--- config.mk ---
export PLATFORM = sky130hd
export DESIGN_NAME = mem_ext_arbiter_flat
export DESIGN_NICKNAME = d
export VERILOG_FILES = /design/src/rtl/mem_ext_arbiter_if.sv /design/src/rtl/mem_ext_arbiter.sv /design/src/flat_wrapper.sv
export SDC_FILE = /design/constraint.sdc
export NUM_CORES = 1
export LEC_CHECK = 0
export CAP_MARGIN = 20
export CORE_AREA = 2 2 562 564
export DETAILED_ROUTE_END_ITERATION = 8
export DIE_AREA = 0 0 564 566
export MAX_ROUTING_LAYER = met4
export PLACE_DENSITY = 0.3
export SKIP_CTS_REPAIR_TIMING = 1
export SYNTH_ARGS = -nofsm -noshare
export SYNTH_HDL_FRONTEND = slang
export SYNTH_SLANG_ARGS = --single-unit
--- constraint.sdc ---
create_clock -name clock -period 2.7 [get_ports clock]
set_input_delay 0.27 -clock clock [delete_from_list [all_inputs] [get_ports clock]]
set_output_delay 0.27 -clock clock [all_outputs]
set_load 0.01 [all_outputs]
--- src/rtl/mem_ext_arbiter_if.sv ---
// Request, response and macro-side signals of the SRAM port arbiter.
// The slave modport is the arbiter's view; the master modport is the client/macro side.
interface mem_ext_arbiter_if #(
   parameter int NUM_REQ = 2,
   parameter int ADDR_W  = 19,
   parameter int DATA_W  = 256,
   parameter int MASK_W  = 32,
   parameter int ID_W    = 1
);
   logic [NUM_REQ-1:0]        req_valid;
   logic [NUM_REQ-1:0]        req_ready;
   logic [NUM_REQ-1:0]        req_write;
   logic [NUM_REQ*ADDR_W-1:0] req_addr;
   logic [NUM_REQ*MASK_W-1:0] req_wmask;
   logic [NUM_REQ*DATA_W-1:0] req_wdata;
   logic                      resp_valid;
   logic                      resp_ready;
   logic [ID_W-1:0]           resp_id;
   logic [DATA_W-1:0]         resp_data;
   logic                      mem_en;
   logic                      mem_wmode;
   logic [ADDR_W-1:0]         mem_addr;
   logic [MASK_W-1:0]         mem_wmask;
   logic [DATA_W-1:0]         mem_wdata;
   logic [DATA_W-1:0]         mem_rdata;

   modport slave (
      input  req_valid, req_write, req_addr, req_wmask, req_wdata, resp_ready, mem_rdata,
      output req_ready, resp_valid, resp_id, resp_data,
      output mem_en, mem_wmode, mem_addr, mem_wmask, mem_wdata
   );

   modport master (
      output req_valid, req_write, req_addr, req_wmask, req_wdata, resp_ready, mem_rdata,
      input  req_ready, resp_valid, resp_id, resp_data,
      input  mem_en, mem_wmode, mem_addr, mem_wmask, mem_wdata
   );
endinterface

--- src/rtl/mem_ext_arbiter.sv ---
// Round-robin arbiter sharing one single-port SRAM macro between NUM_REQ clients,
// with a one-entry hold buffer so the read consumer can backpressure.
module mem_ext_arbiter #(
   parameter int NUM_REQ = 2,
   parameter int ADDR_W  = 19,
   parameter int DATA_W  = 256,
   parameter int MASK_W  = 32,
   parameter int ID_W    = 1
) (
   input  logic              clock,
   input  logic              reset_n,
   mem_ext_arbiter_if.slave  bus
);

   typedef enum logic [1:0] {IDLE, WAIT, HOLD} state_t;

   state_t              state_q, state_d;
   logic [ID_W-1:0]     rr_ptr_q, rr_ptr_d;
   logic [ID_W-1:0]     id_q, id_d;
   logic [DATA_W-1:0]   hold_q, hold_d;
   logic [ID_W-1:0]     gnt_idx;
   logic                gnt_found;
   logic                gnt_read;
   logic                read_ok;
   logic [NUM_REQ-1:0]  elig;

   // A read may only issue when the response slot frees up this cycle; writes always may.
   assign read_ok = (state_q == IDLE) | bus.resp_ready;
   assign elig    = reset_n ? (bus.req_valid & (bus.req_write | {NUM_REQ{read_ok}})) : '0;

   always_comb begin
      gnt_found     = 1'b0;
      gnt_idx       = '0;
      for (int k = 0; k < NUM_REQ; k++) begin
         for (int i = 0; i < NUM_REQ; i++) begin
            if (!gnt_found && elig[i] && ((int'(rr_ptr_q) + k) % NUM_REQ == i)) begin
               gnt_found = 1'b1;
               gnt_idx   = ID_W'(i);
            end
         end
      end
   end

   always_comb begin
      bus.req_ready = '0;
      bus.mem_en    = 1'b0;
      bus.mem_wmode = 1'b0;
      bus.mem_addr  = '0;
      bus.mem_wmask = '0;
      bus.mem_wdata = '0;
      gnt_read      = 1'b0;
      for (int i = 0; i < NUM_REQ; i++) begin
         if (gnt_found && (gnt_idx == ID_W'(i))) begin
            bus.req_ready[i] = 1'b1;
            bus.mem_en       = 1'b1;
            bus.mem_wmode    = bus.req_write[i];
            bus.mem_addr     = bus.req_addr[i*ADDR_W +: ADDR_W];
            bus.mem_wmask    = bus.req_wmask[i*MASK_W +: MASK_W];
            bus.mem_wdata    = bus.req_wdata[i*DATA_W +: DATA_W];
            gnt_read         = ~bus.req_write[i];
         end
      end
   end

   always_comb begin
      state_d  = state_q;
      rr_ptr_d = rr_ptr_q;
      id_d     = id_q;
      hold_d   = hold_q;
      if (gnt_found) begin
         rr_ptr_d = (gnt_idx == ID_W'(NUM_REQ - 1)) ? '0 : gnt_idx + ID_W'(1);
      end
      if (gnt_read) begin
         id_d = gnt_idx;
      end
      case (state_q)
         IDLE: begin
            if (gnt_read) state_d = WAIT;
         end
         WAIT, HOLD: begin
            if (bus.resp_ready) begin
               state_d = gnt_read ? WAIT : IDLE;
            end else begin
               state_d = HOLD;
               // Capture once on entry; later macro writes cannot disturb the held word.
               if (state_q == WAIT) hold_d = bus.mem_rdata;
            end
         end
         default: state_d = IDLE;
      endcase
   end

   always_ff @(posedge clock) begin
      if (!reset_n) begin
         state_q  <= IDLE;
         rr_ptr_q <= '0;
         id_q     <= '0;
         hold_q   <= '0;
      end else begin
         state_q  <= state_d;
         rr_ptr_q <= rr_ptr_d;
         id_q     <= id_d;
         hold_q   <= hold_d;
      end
   end

   assign bus.resp_valid = (state_q != IDLE);
   assign bus.resp_id    = id_q;
   assign bus.resp_data  = (state_q == HOLD) ? hold_q : bus.mem_rdata;

endmodule

--- src/flat_wrapper.sv ---
// flat-port wrapper written by rule: the top's interface ports become plain ports
module mem_ext_arbiter_flat 
#(
   parameter int NUM_REQ = 2,
   parameter int ADDR_W  = 19,
   parameter int DATA_W  = 256,
   parameter int MASK_W  = 32,
   parameter int ID_W    = 1
)
  (clock, reset_n, bus_req_valid, bus_req_write, bus_req_addr, bus_req_wmask, bus_req_wdata, bus_resp_ready, bus_mem_rdata, bus_req_ready, bus_resp_valid, bus_resp_id, bus_resp_data, bus_mem_en, bus_mem_wmode, bus_mem_addr, bus_mem_wmask, bus_mem_wdata);
  mem_ext_arbiter_if #(.NUM_REQ(NUM_REQ), .ADDR_W(ADDR_W), .DATA_W(DATA_W), .MASK_W(MASK_W), .ID_W(ID_W)) bus_i ();
  input  logic clock;
  input  logic reset_n;
  input wire logic [$bits(bus_i.req_valid)-1:0] bus_req_valid;
  input wire logic [$bits(bus_i.req_write)-1:0] bus_req_write;
  input wire logic [$bits(bus_i.req_addr)-1:0] bus_req_addr;
  input wire logic [$bits(bus_i.req_wmask)-1:0] bus_req_wmask;
  input wire logic [$bits(bus_i.req_wdata)-1:0] bus_req_wdata;
  input wire logic [$bits(bus_i.resp_ready)-1:0] bus_resp_ready;
  input wire logic [$bits(bus_i.mem_rdata)-1:0] bus_mem_rdata;
  output wire logic [$bits(bus_i.req_ready)-1:0] bus_req_ready;
  output wire logic [$bits(bus_i.resp_valid)-1:0] bus_resp_valid;
  output wire logic [$bits(bus_i.resp_id)-1:0] bus_resp_id;
  output wire logic [$bits(bus_i.resp_data)-1:0] bus_resp_data;
  output wire logic [$bits(bus_i.mem_en)-1:0] bus_mem_en;
  output wire logic [$bits(bus_i.mem_wmode)-1:0] bus_mem_wmode;
  output wire logic [$bits(bus_i.mem_addr)-1:0] bus_mem_addr;
  output wire logic [$bits(bus_i.mem_wmask)-1:0] bus_mem_wmask;
  output wire logic [$bits(bus_i.mem_wdata)-1:0] bus_mem_wdata;
  assign bus_i.req_valid = bus_req_valid;
  assign bus_i.req_write = bus_req_write;
  assign bus_i.req_addr = bus_req_addr;
  assign bus_i.req_wmask = bus_req_wmask;
  assign bus_i.req_wdata = bus_req_wdata;
  assign bus_i.resp_ready = bus_resp_ready;
  assign bus_i.mem_rdata = bus_mem_rdata;
  assign bus_req_ready = bus_i.req_ready;
  assign bus_resp_valid = bus_i.resp_valid;
  assign bus_resp_id = bus_i.resp_id;
  assign bus_resp_data = bus_i.resp_data;
  assign bus_mem_en = bus_i.mem_en;
  assign bus_mem_wmode = bus_i.mem_wmode;
  assign bus_mem_addr = bus_i.mem_addr;
  assign bus_mem_wmask = bus_i.mem_wmask;
  assign bus_mem_wdata = bus_i.mem_wdata;
  mem_ext_arbiter #(.NUM_REQ(NUM_REQ), .ADDR_W(ADDR_W), .DATA_W(DATA_W), .MASK_W(MASK_W), .ID_W(ID_W)) u_core (.clock(clock), .reset_n(reset_n), .bus(bus_i));
endmodule
==> results of run 1 <==
[worst register-to-register path, cell delays in order (launching register included)]
cell and delay [ns]:
sky130_fd_sc_hd__dfxtp_2 0.34, sky130_fd_sc_hd__inv_2 0.05, sky130_fd_sc_hd__ha_4 0.25, sky130_fd_sc_hd__nor2b_1 0.32, sky130_fd_sc_hd__and2_4 0.27, sky130_fd_sc_hd__buf_12 0.17, sky130_fd_sc_hd__buf_12 0.25, sky130_fd_sc_hd__nand2_1 0.14
sky130_fd_sc_hd__a21boi_0 0.14
[cell families (layout without fill, tap and decap cells)]
logic type	count (synthesis)	in the layout	share of synthesized area, %
buf+inv	187	1736	7.111
simple gates	534	534	13.18
other cells	0	24	0
fa+ha+maj	4	4	0.3240
mux	258	258	18.79
flops	260	260	33.69
compound gates	577	577	26.91
[how the worst min path moves through the flow]
stage	from	end	slack [ns]	cells after the start
3_5_place_dp	u_core.hold_q[21]	u_core.hold_q[21]	0.44	2
5_1_grt	reset_n	u_core.rr_ptr_q	0.07	3
3_3_place_gp	u_core.hold_q[207]	u_core.hold_q[207]	0.44	2
6_report	reset_n	u_core.rr_ptr_q	0.08	3
4_1_cts	reset_n	u_core.rr_ptr_q	-0.03	3
2_1_floorplan	bus_mem_rdata[204]	u_core.hold_q[204]	0.40	2
[Yosys cell counts (all sizes together), types with 2 or more instances]
cell	n
nor2b	2
buf	102
a21boi	28
and2	2
dfxtp	260
o21ai	3
ha	4
a211oi	2
mux2i	2
mux2	256
clkbuf	80
a22o	307
nor2	6
o311ai	2
a21oi	230
nand3	2
inv	5
nand2	517
[layer usage]
metal / GRT usage [%] / share of wire [%] / vias to the layer above / routed length (um)
met1: 13.24 / 34 / 10180 / 80160
met4: 2.845 / 3.0 / 0 / 7153
met5: - / 0 / - / 0
met3: 6.944 / 12 / 399 / 27650
met2: 25.41 / 51 / 1296 / 119700
li1: - / - / 9622 / -
[state kept, by name, summed over array words and instances, names as in the netlist]
signal	cells
u_core.bus.resp_id	1
u_core.rr_ptr_q	1
u_core.hold_q	256
u_core.state_q	2
[per-stage QoR]
stage	area [um2]	utilization [%]	setup TNS [ns]
2_1_floorplan	15450	-	0
3_3_place_gp	36910	11.78	-37.25
3_5_place_dp	36910	11.78	-39.49
4_1_cts	38260	12.21	-287.88
5_1_grt	41080	13.11	-218.95
6_report	41100	13.11	-145.86
[power by group]
part / total [mW] / switching (mW) / internal, mW
Clock: 5.63 / 2.30 / 3.33
Sequential: 3.98 / 0.0452 / 3.93
Combinational: 7.16 / 3.33 / 3.83
[final cells by class]
class	count	area, um2
fill	35570	272300
timing repair buffer	1662	18750
multi-input combinational	1373	10510
sequential	260	5207
tap	4160	5205
clock buffer	53	1130
clock inverter	16	214.0
antenna	24	60.06
inverter	5	26.28
==> flow_results.xml, run 1 <==
<?xml version="1.0" encoding="UTF-8"?>
<metrics>
  <group name="sta">
    <metric name="final_max_slew_viol_count" unit="">0</metric>
    <metric name="timing.fmax" unit="MHz">311.3</metric>
    <metric name="worst_hold_slack" unit="ns">0.07791</metric>
    <metric name="timing.clock.skew" unit="ns">0.02676</metric>
    <metric name="setup_viol_count_final" unit="">523</metric>
    <metric name="hold_viol_final" unit="">0</metric>
    <metric name="layout_worst_path_cycle_share" unit="%">119.0</metric>
    <metric name="slew-limit-headroom" unit="%">46.63</metric>
    <metric name="finalCriticalPeriod" unit="ns">3.213</metric>
    <metric name="timing_worst_slew_pin_value" unit="ns">0.8005</metric>
    <metric name="fin_ws" unit="ns">-0.5126</metric>
    <metric name="rsz_0062_raised_after_global_routing" unit="">true</metric>
  </group>
  <group name="power">
    <metric name="cellLeakagePower" unit="nW">15.09</metric>
    <metric name="pwr_density_cell" unit="mW/mm2">407.9</metric>
    <metric name="design_power_total" unit="mW">16.77</metric>
    <metric name="peakVddDrop" unit="mV">0.3349</metric>
  </group>
  <group name="logic_synthesis">
    <metric name="post-synth-top-area-cell" unit="">sky130_fd_sc_hd__dfxtp_1</metric>
    <metric name="synth.ff_latch_count" unit="">260</metric>
    <metric name="dominantRegCellSynth" unit="">sky130_fd_sc_hd__dfxtp_1</metric>
    <metric name="post_synth_main_area_contributors" unit="">sky130_fd_sc_hd__dfxtp_1 34%, sky130_fd_sc_hd__mux2_2 19%, sky130_fd_sc_hd__a22o_1 17%</metric>
    <metric name="synth_edf_count" unit="">0</metric>
    <metric name="yosysUniqueCellTypes" unit="">35</metric>
    <metric name="postSynthCellCount" unit="">1820</metric>
    <metric name="synth-warning-count" unit="">0</metric>
    <metric name="share_of_async_settable_or_async_resettable_flops_after_synthesis" unit="%">0</metric>
    <metric name="synth-seq-area-share" unit="%">33.69</metric>
    <metric name="netlist_area" unit="mm2">0.01545</metric>
    <metric name="yosysTopAreaCellShare" unit="%">33.69</metric>
    <metric name="avgSynthCellArea" unit="um2">8.489</metric>
    <metric name="syn_nets" unit="">2701</metric>
  </group>
  <group name="critical_path">
    <metric name="worst-r2r-setup-slack" unit="ns">0.70</metric>
    <metric name="crit_path_max_incr_delay" unit="ns">0.53</metric>
    <metric name="reg2reg_to" unit="">u_core.hold_q[189]</metric>
    <metric name="worstSetupPathType" unit="">reg2out</metric>
    <metric name="r2r.worst_path.cells" unit="">8</metric>
    <metric name="worst-path-buf-inv" unit="">5</metric>
    <metric name="worstSetupStartpoint" unit="">u_core.state_q[1]</metric>
    <metric name="crit_cells" unit="">10</metric>
    <metric name="crit_end" unit="">bus_mem_addr[1]</metric>
    <metric name="critical_path.cell_chain" unit="">inv_2 -&gt; ha_4 -&gt; o311a_1 -&gt; and2_4 -&gt; nor2_4 -&gt; buf_4 -&gt; buf_12 -&gt; buf_4 -&gt; a22o_1 -&gt; clkdlybuf4s50_1</metric>
    <metric name="critPathRequiredTime" unit="ns">2.43</metric>
    <metric name="cp-end-kind" unit="">output port</metric>
    <metric name="cpMostUsedCell" unit="">sky130_fd_sc_hd__buf_4</metric>
    <metric name="critical_path.reg2reg.startpoint" unit="">u_core.state_q[1]</metric>
    <metric name="cpLargestDelayFamily" unit="">buffers and inverters</metric>
    <metric name="critPathLaunchType" unit="">flip-flop</metric>
    <metric name="cp_data_arrival_time" unit="ns">2.94</metric>
    <metric name="crit_path_top_delay_cell" unit="">sky130_fd_sc_hd__clkdlybuf4s50_1</metric>
    <metric name="timing.critical_path.fanout_max" unit="">14</metric>
  </group>
  <group name="placement">
    <metric name="numPortBuffers" unit="">1445</metric>
    <metric name="place_ws" unit="ns">-0.3610</metric>
    <metric name="place.gp.congestion" unit="">0.9367</metric>
    <metric name="detailedPlacementHpwl" unit="mm">203.6</metric>
    <metric name="placed_cells_incl_taps" unit="">7359</metric>
  </group>
  <group name="finish">
    <metric name="drive_gt1_share" unit="%">31.85</metric>
    <metric name="layout.cells.most_common_list" unit="">1033 x sky130_fd_sc_hd__clkdlybuf4s50_1, 516 x sky130_fd_sc_hd__nand2_1, 258 x sky130_fd_sc_hd__dfxtp_1</metric>
    <metric name="mostFrequentLayoutCell" unit="">sky130_fd_sc_hd__clkdlybuf4s50_1</metric>
    <metric name="design.final.nets" unit="">4222</metric>
    <metric name="area_growth" unit="%">166.0</metric>
    <metric name="fin_cells" unit="">7553</metric>
  </group>
  <group name="clock_tree">
    <metric name="clock_slew_seen_by_the_registers_of_the_worst_setup_and_hold_paths" unit="ns">0.06</metric>
    <metric name="clock_tree.htree_level_count" unit="">2</metric>
    <metric name="cts_buffers" unit="">39</metric>
    <metric name="worstSkewPairLatency" unit="ns">0.60</metric>
    <metric name="cts_num_sinks" unit="">260</metric>
    <metric name="clk_path_buf_depth" unit="">3</metric>
    <metric name="tritoncts_clock_tree" unit="">done</metric>
    <metric name="clock-root-buffer" unit="">sky130_fd_sc_hd__clkbuf_16</metric>
  </group>
  <group name="run">
    <metric name="drv_cap" unit="">0</metric>
  </group>
  <group name="global_routing">
    <metric name="first_global_vias" unit="">21040</metric>
    <metric name="first_pass_grt_wire_length" unit="mm">273.5</metric>
    <metric name="grt_overflow_total" unit="">0</metric>
    <metric name="grt_start_max_net_pins" unit="">74</metric>
    <metric name="grtUsageTotal" unit="%">14.02</metric>
    <metric name="initial_antenna_violation_count" unit="">168</metric>
  </group>
  <group name="die">
    <metric name="dieArea" unit="mm2">0.3192</metric>
    <metric name="chipHeight" unit="um">566</metric>
    <metric name="initial_core_util" unit="%">4.929</metric>
    <metric name="rows" unit="">206</metric>
    <metric name="ios" unit="">1446</metric>
    <metric name="fp.dieW" unit="um">564</metric>
    <metric name="design.core.area" unit="mm2">0.3134</metric>
  </group>
  <group name="detailed_routing">
    <metric name="route.detailed.vias_per_inst" unit="">2.845</metric>
    <metric name="detail_route.wl_per_cell" unit="um">31.07</metric>
    <metric name="dr_total_vias" unit="">21490</metric>
    <metric name="first_pass_iters" unit="">5</metric>
    <metric name="detail_route.drc_violations" unit="">0</metric>
    <metric name="ant_nets" unit="">0</metric>
    <metric name="total_wire_length" unit="mm">234.7</metric>
    <metric name="drt_iter0_markers" unit="">1108</metric>
  </group>
  <group name="min_path">
    <metric name="hold_path_class" unit="">in2reg</metric>
  </group>
  <group name="outcome">
    <metric name="status" unit="">finished, violations left</metric>
    <metric name="violated_checks" unit="">negative setup slack</metric>
  </group>
</metrics>
No activity file was read; power rests on OpenSTA's default activity.
==> run 2: changes to the inputs <==
Settings changed: CORE_AREA 2 2 562 564 to 8 8 551 553, DIE_AREA 0 0 564 566 to 0 0 559 561.
==> flow_results.xml, run 2 (synthesis results as in run 1) <==
<?xml version="1.0" encoding="UTF-8"?>
<metrics>
  <group name="outcome">
    <metric name="status" unit="">finished, violations left</metric>
    <metric name="violated_checks" unit="">negative setup slack</metric>
  </group>
  <group name="detailed_routing">
    <metric name="detail_route.drc_violations" unit="">0</metric>
    <metric name="dr_total_vias" unit="">21400</metric>
    <metric name="first_pass_iters" unit="">5</metric>
    <metric name="detail_route.wl_per_cell" unit="um">28.81</metric>
    <metric name="total_wire_length" unit="mm">212.8</metric>
    <metric name="drt_iter0_markers" unit="">1150</metric>
    <metric name="route.detailed.vias_per_inst" unit="">2.897</metric>
    <metric name="ant_nets" unit="">0</metric>
  </group>
  <group name="sta">
    <metric name="worst_hold_slack" unit="ns">0.2396</metric>
    <metric name="slew-limit-headroom" unit="%">51.17</metric>
    <metric name="totalNegativeSetupSlack" unit="ns">-161.32</metric>
    <metric name="rsz_0062_raised_after_global_routing" unit="">true</metric>
    <metric name="hold_viol_final" unit="">0</metric>
    <metric name="finalCriticalPeriod" unit="ns">3.192</metric>
    <metric name="timing.fmax" unit="MHz">313.3</metric>
    <metric name="timing.clock.skew" unit="ns">0.02282</metric>
    <metric name="timing_worst_slew_pin_value" unit="ns">0.7325</metric>
    <metric name="setup_viol_count_final" unit="">533</metric>
    <metric name="layout_worst_path_cycle_share" unit="%">118.2</metric>
    <metric name="final_max_slew_viol_count" unit="">0</metric>
    <metric name="fin_ws" unit="ns">-0.4915</metric>
  </group>
  <group name="critical_path">
    <metric name="critPathLaunchType" unit="">flip-flop</metric>
    <metric name="crit_path_top_delay_cell" unit="">sky130_fd_sc_hd__dfxtp_2</metric>
    <metric name="r2r.worst_path.cells" unit="">8</metric>
    <metric name="critical_path.reg2reg.startpoint" unit="">u_core.state_q[1]</metric>
    <metric name="cp_data_arrival_time" unit="ns">2.92</metric>
    <metric name="worst-r2r-setup-slack" unit="ns">0.58</metric>
    <metric name="worstSetupPathType" unit="">reg2out</metric>
    <metric name="crit_path_max_incr_delay" unit="ns">0.33</metric>
    <metric name="cp-end-kind" unit="">output port</metric>
    <metric name="timing.critical_path.fanout_max" unit="">6</metric>
    <metric name="cpLargestDelayFamily" unit="">buffers and inverters</metric>
    <metric name="cpMostUsedCell" unit="">sky130_fd_sc_hd__buf_12</metric>
    <metric name="critPathRequiredTime" unit="ns">2.43</metric>
    <metric name="worst-path-buf-inv" unit="">9</metric>
    <metric name="reg2reg_to" unit="">u_core.hold_q[113]</metric>
    <metric name="critical_path.cell_chain" unit="">inv_2 -&gt; ha_4 -&gt; buf_4 -&gt; o311ai_4 -&gt; buf_6 -&gt; nor2_4 -&gt; buf_12 -&gt; buf_16 -&gt; buf_12 -&gt; clkbuf_16 -&gt; a22o_4 -&gt; buf_4 -&gt; buf_12</metric>
  </group>
  <group name="die">
    <metric name="rows" unit="">200</metric>
    <metric name="chipHeight" unit="um">561</metric>
    <metric name="ios" unit="">1446</metric>
    <metric name="initial_core_util" unit="%">5.237</metric>
    <metric name="fp.dieW" unit="um">559</metric>
    <metric name="design.core.area" unit="mm2">0.2950</metric>
    <metric name="dieArea" unit="mm2">0.3136</metric>
  </group>
  <group name="clock_tree">
    <metric name="tritoncts_clock_tree" unit="">done</metric>
    <metric name="clock-root-buffer" unit="">sky130_fd_sc_hd__clkbuf_16</metric>
    <metric name="clk_path_buf_depth" unit="">3</metric>
    <metric name="cts_buffers" unit="">40</metric>
    <metric name="worstSkewPairLatency" unit="ns">0.59</metric>
    <metric name="cts_num_sinks" unit="">260</metric>
    <metric name="clock_tree.htree_level_count" unit="">2</metric>
    <metric name="clock_slew_seen_by_the_registers_of_the_worst_setup_and_hold_paths" unit="ns">0.06</metric>
  </group>
  <group name="placement">
    <metric name="numPortBuffers" unit="">1445</metric>
    <metric name="detailedPlacementHpwl" unit="mm">183.7</metric>
    <metric name="placed_cells_incl_taps" unit="">7215</metric>
    <metric name="place.gp.congestion" unit="">0.8704</metric>
  </group>
  <group name="finish">
    <metric name="area_growth" unit="%">168.4</metric>
    <metric name="largest_register_ffs" unit="">256</metric>
    <metric name="layout.cells.most_common_list" unit="">1091 x sky130_fd_sc_hd__clkdlybuf4s50_1, 516 x sky130_fd_sc_hd__nand2_1, 258 x sky130_fd_sc_hd__dfxtp_1</metric>
    <metric name="n_fill_cell" unit="">33270</metric>
    <metric name="design.final.nets" unit="">4271</metric>
    <metric name="largestRegisters" unit="">u_core.hold_q x256, u_core.state_q x2</metric>
    <metric name="drive_gt1_share" unit="%">28.06</metric>
    <metric name="mostFrequentLayoutCell" unit="">sky130_fd_sc_hd__clkdlybuf4s50_1</metric>
    <metric name="largest_register" unit="">u_core.hold_q</metric>
    <metric name="fin_cells" unit="">7387</metric>
  </group>
  <group name="global_routing">
    <metric name="grt_overflow_total" unit="">0</metric>
    <metric name="grt_start_max_net_pins" unit="">75</metric>
    <metric name="globalRouteMet1Util" unit="%">12.97</metric>
    <metric name="first_global_vias" unit="">21740</metric>
    <metric name="grt_use_met2" unit="%">23.53</metric>
    <metric name="grt_most_used_layer" unit="">met2</metric>
    <metric name="grtUsageTotal" unit="%">12.80</metric>
    <metric name="fraction_of_met3_tracks_used_by_global_routing" unit="%">4.947</metric>
    <metric name="initial_antenna_violation_count" unit="">122</metric>
    <metric name="first_pass_grt_wire_length" unit="mm">255.7</metric>
  </group>
  <group name="power">
    <metric name="pwr_density_cell" unit="mW/mm2">396.8</metric>
    <metric name="cellLeakagePower" unit="nW">16.06</metric>
    <metric name="peakVddDrop" unit="mV">0.3674</metric>
  </group>
  <group name="run">
    <metric name="drv_cap" unit="">0</metric>
  </group>
  <group name="min_path">
    <metric name="hold-path-cell-count" unit="">3</metric>
    <metric name="hold_path_class" unit="">in2reg</metric>
    <metric name="worst_hold_path.endpoint" unit="">u_core.hold_q[230]</metric>
    <metric name="worst_hold_startpoint" unit="">bus_mem_rdata[230]</metric>
  </group>
</metrics>
[run 2: changes by cell type in the layout (fill, tap and decap cells not counted), moves of 17 or more]
cell	delta
sky130_fd_sc_hd__a22o_1	+27
sky130_fd_sc_hd__buf_6	+17
sky130_fd_sc_hd__a22o_4	-44
sky130_fd_sc_hd__dlymetal6s2s_1	+74
sky130_fd_sc_hd__buf_4	-59
sky130_fd_sc_hd__clkdlybuf4s50_1	+58
sky130_fd_sc_hd__clkbuf_2	-36
sky130_fd_sc_hd__a22o_2	+17
[run 2: worst max path at each step]
stage | startpoint | to | slack (ns) | cells after the start
2_1_floorplan | u_core.state_q[0] | bus_mem_wdata[100] | 0.52 | 9
3_3_place_gp | bus_req_write[1] | bus_mem_wdata[231] | -1.06 | 9
3_5_place_dp | bus_req_write[1] | bus_mem_wdata[231] | -1.04 | 9
4_1_cts | u_core.state_q[1] | bus_mem_wdata[231] | -1.34 | 10
5_1_grt | u_core.state_q[1] | bus_mem_wdata[231] | -0.63 | 12
6_report | u_core.state_q[1] | bus_mem_wdata[4] | -0.49 | 13
[run 2: final cells by class]
class	instances	area [um2]	area share (%)
inverter	5	26.28	0.06336
multi-input combinational	1373	10150	24.47
tap	3939	4928	11.88
timing repair buffer	1710	19800	47.74
clock inverter	15	187.7	0.4526
antenna	34	85.08	0.2052
sequential	260	5207	12.56
clock buffer	51	1092	2.634
[run 2: routing by layer]
| layer | share of wire (%) | vias up |
|---|---|---|
| li1 | - | 9743 |
| met1 | 37 | 10280 |
| met2 | 52 | 1110 |
| met3 | 8.9 | 264 |
| met4 | 2.9 | 0 |
| met5 | 0 | - |
[run 2: worst register-to-register path: stages, from the launching register on]
cell and delay [ns]:
sky130_fd_sc_hd__dfxtp_2 0.33, sky130_fd_sc_hd__inv_2 0.05, sky130_fd_sc_hd__ha_4 0.26, sky130_fd_sc_hd__nor2b_1 0.32, sky130_fd_sc_hd__and2_4 0.30, sky130_fd_sc_hd__buf_12 0.26
sky130_fd_sc_hd__buf_12 0.33, sky130_fd_sc_hd__nand2_1 0.08, sky130_fd_sc_hd__a21oi_1 0.12
[run 2: through the flow]
| stage | power (mW) | setup WS, ns | utilization, % | instance area, um2 |
|---|---|---|---|---|
| after floorplan | 5.715 | 0.5244 | - | 15450 |
| after global placement | 10.79 | -1.058 | 12.74 | 37600 |
| after detailed placement | 10.79 | -1.041 | 12.74 | 37600 |
| after CTS | 16.53 | -1.342 | 13.18 | 38880 |
| after global routing | 17.29 | -0.6291 | 14.05 | 41460 |
| final | 16.45 | -0.4915 | 14.06 | 41470 |
[run 2: power breakdown]
group	leakage, nW	switching (mW)	internal (mW)
clock network	0.626	2.25	3.15
registers	2.10	0.0449	3.93
logic	13.3	3.15	3.93
==> run 3: changes to the inputs <==
Settings changed: ABC_CLOCK_PERIOD_IN_PS set to 2700, CORE_AREA 8 8 551 553 to 2 2 562 564, DIE_AREA 0 0 559 561 to 0 0 564 566.
==> results of run 3 <==
No change in the layout: final DEF, timing and power equal those of run 1.
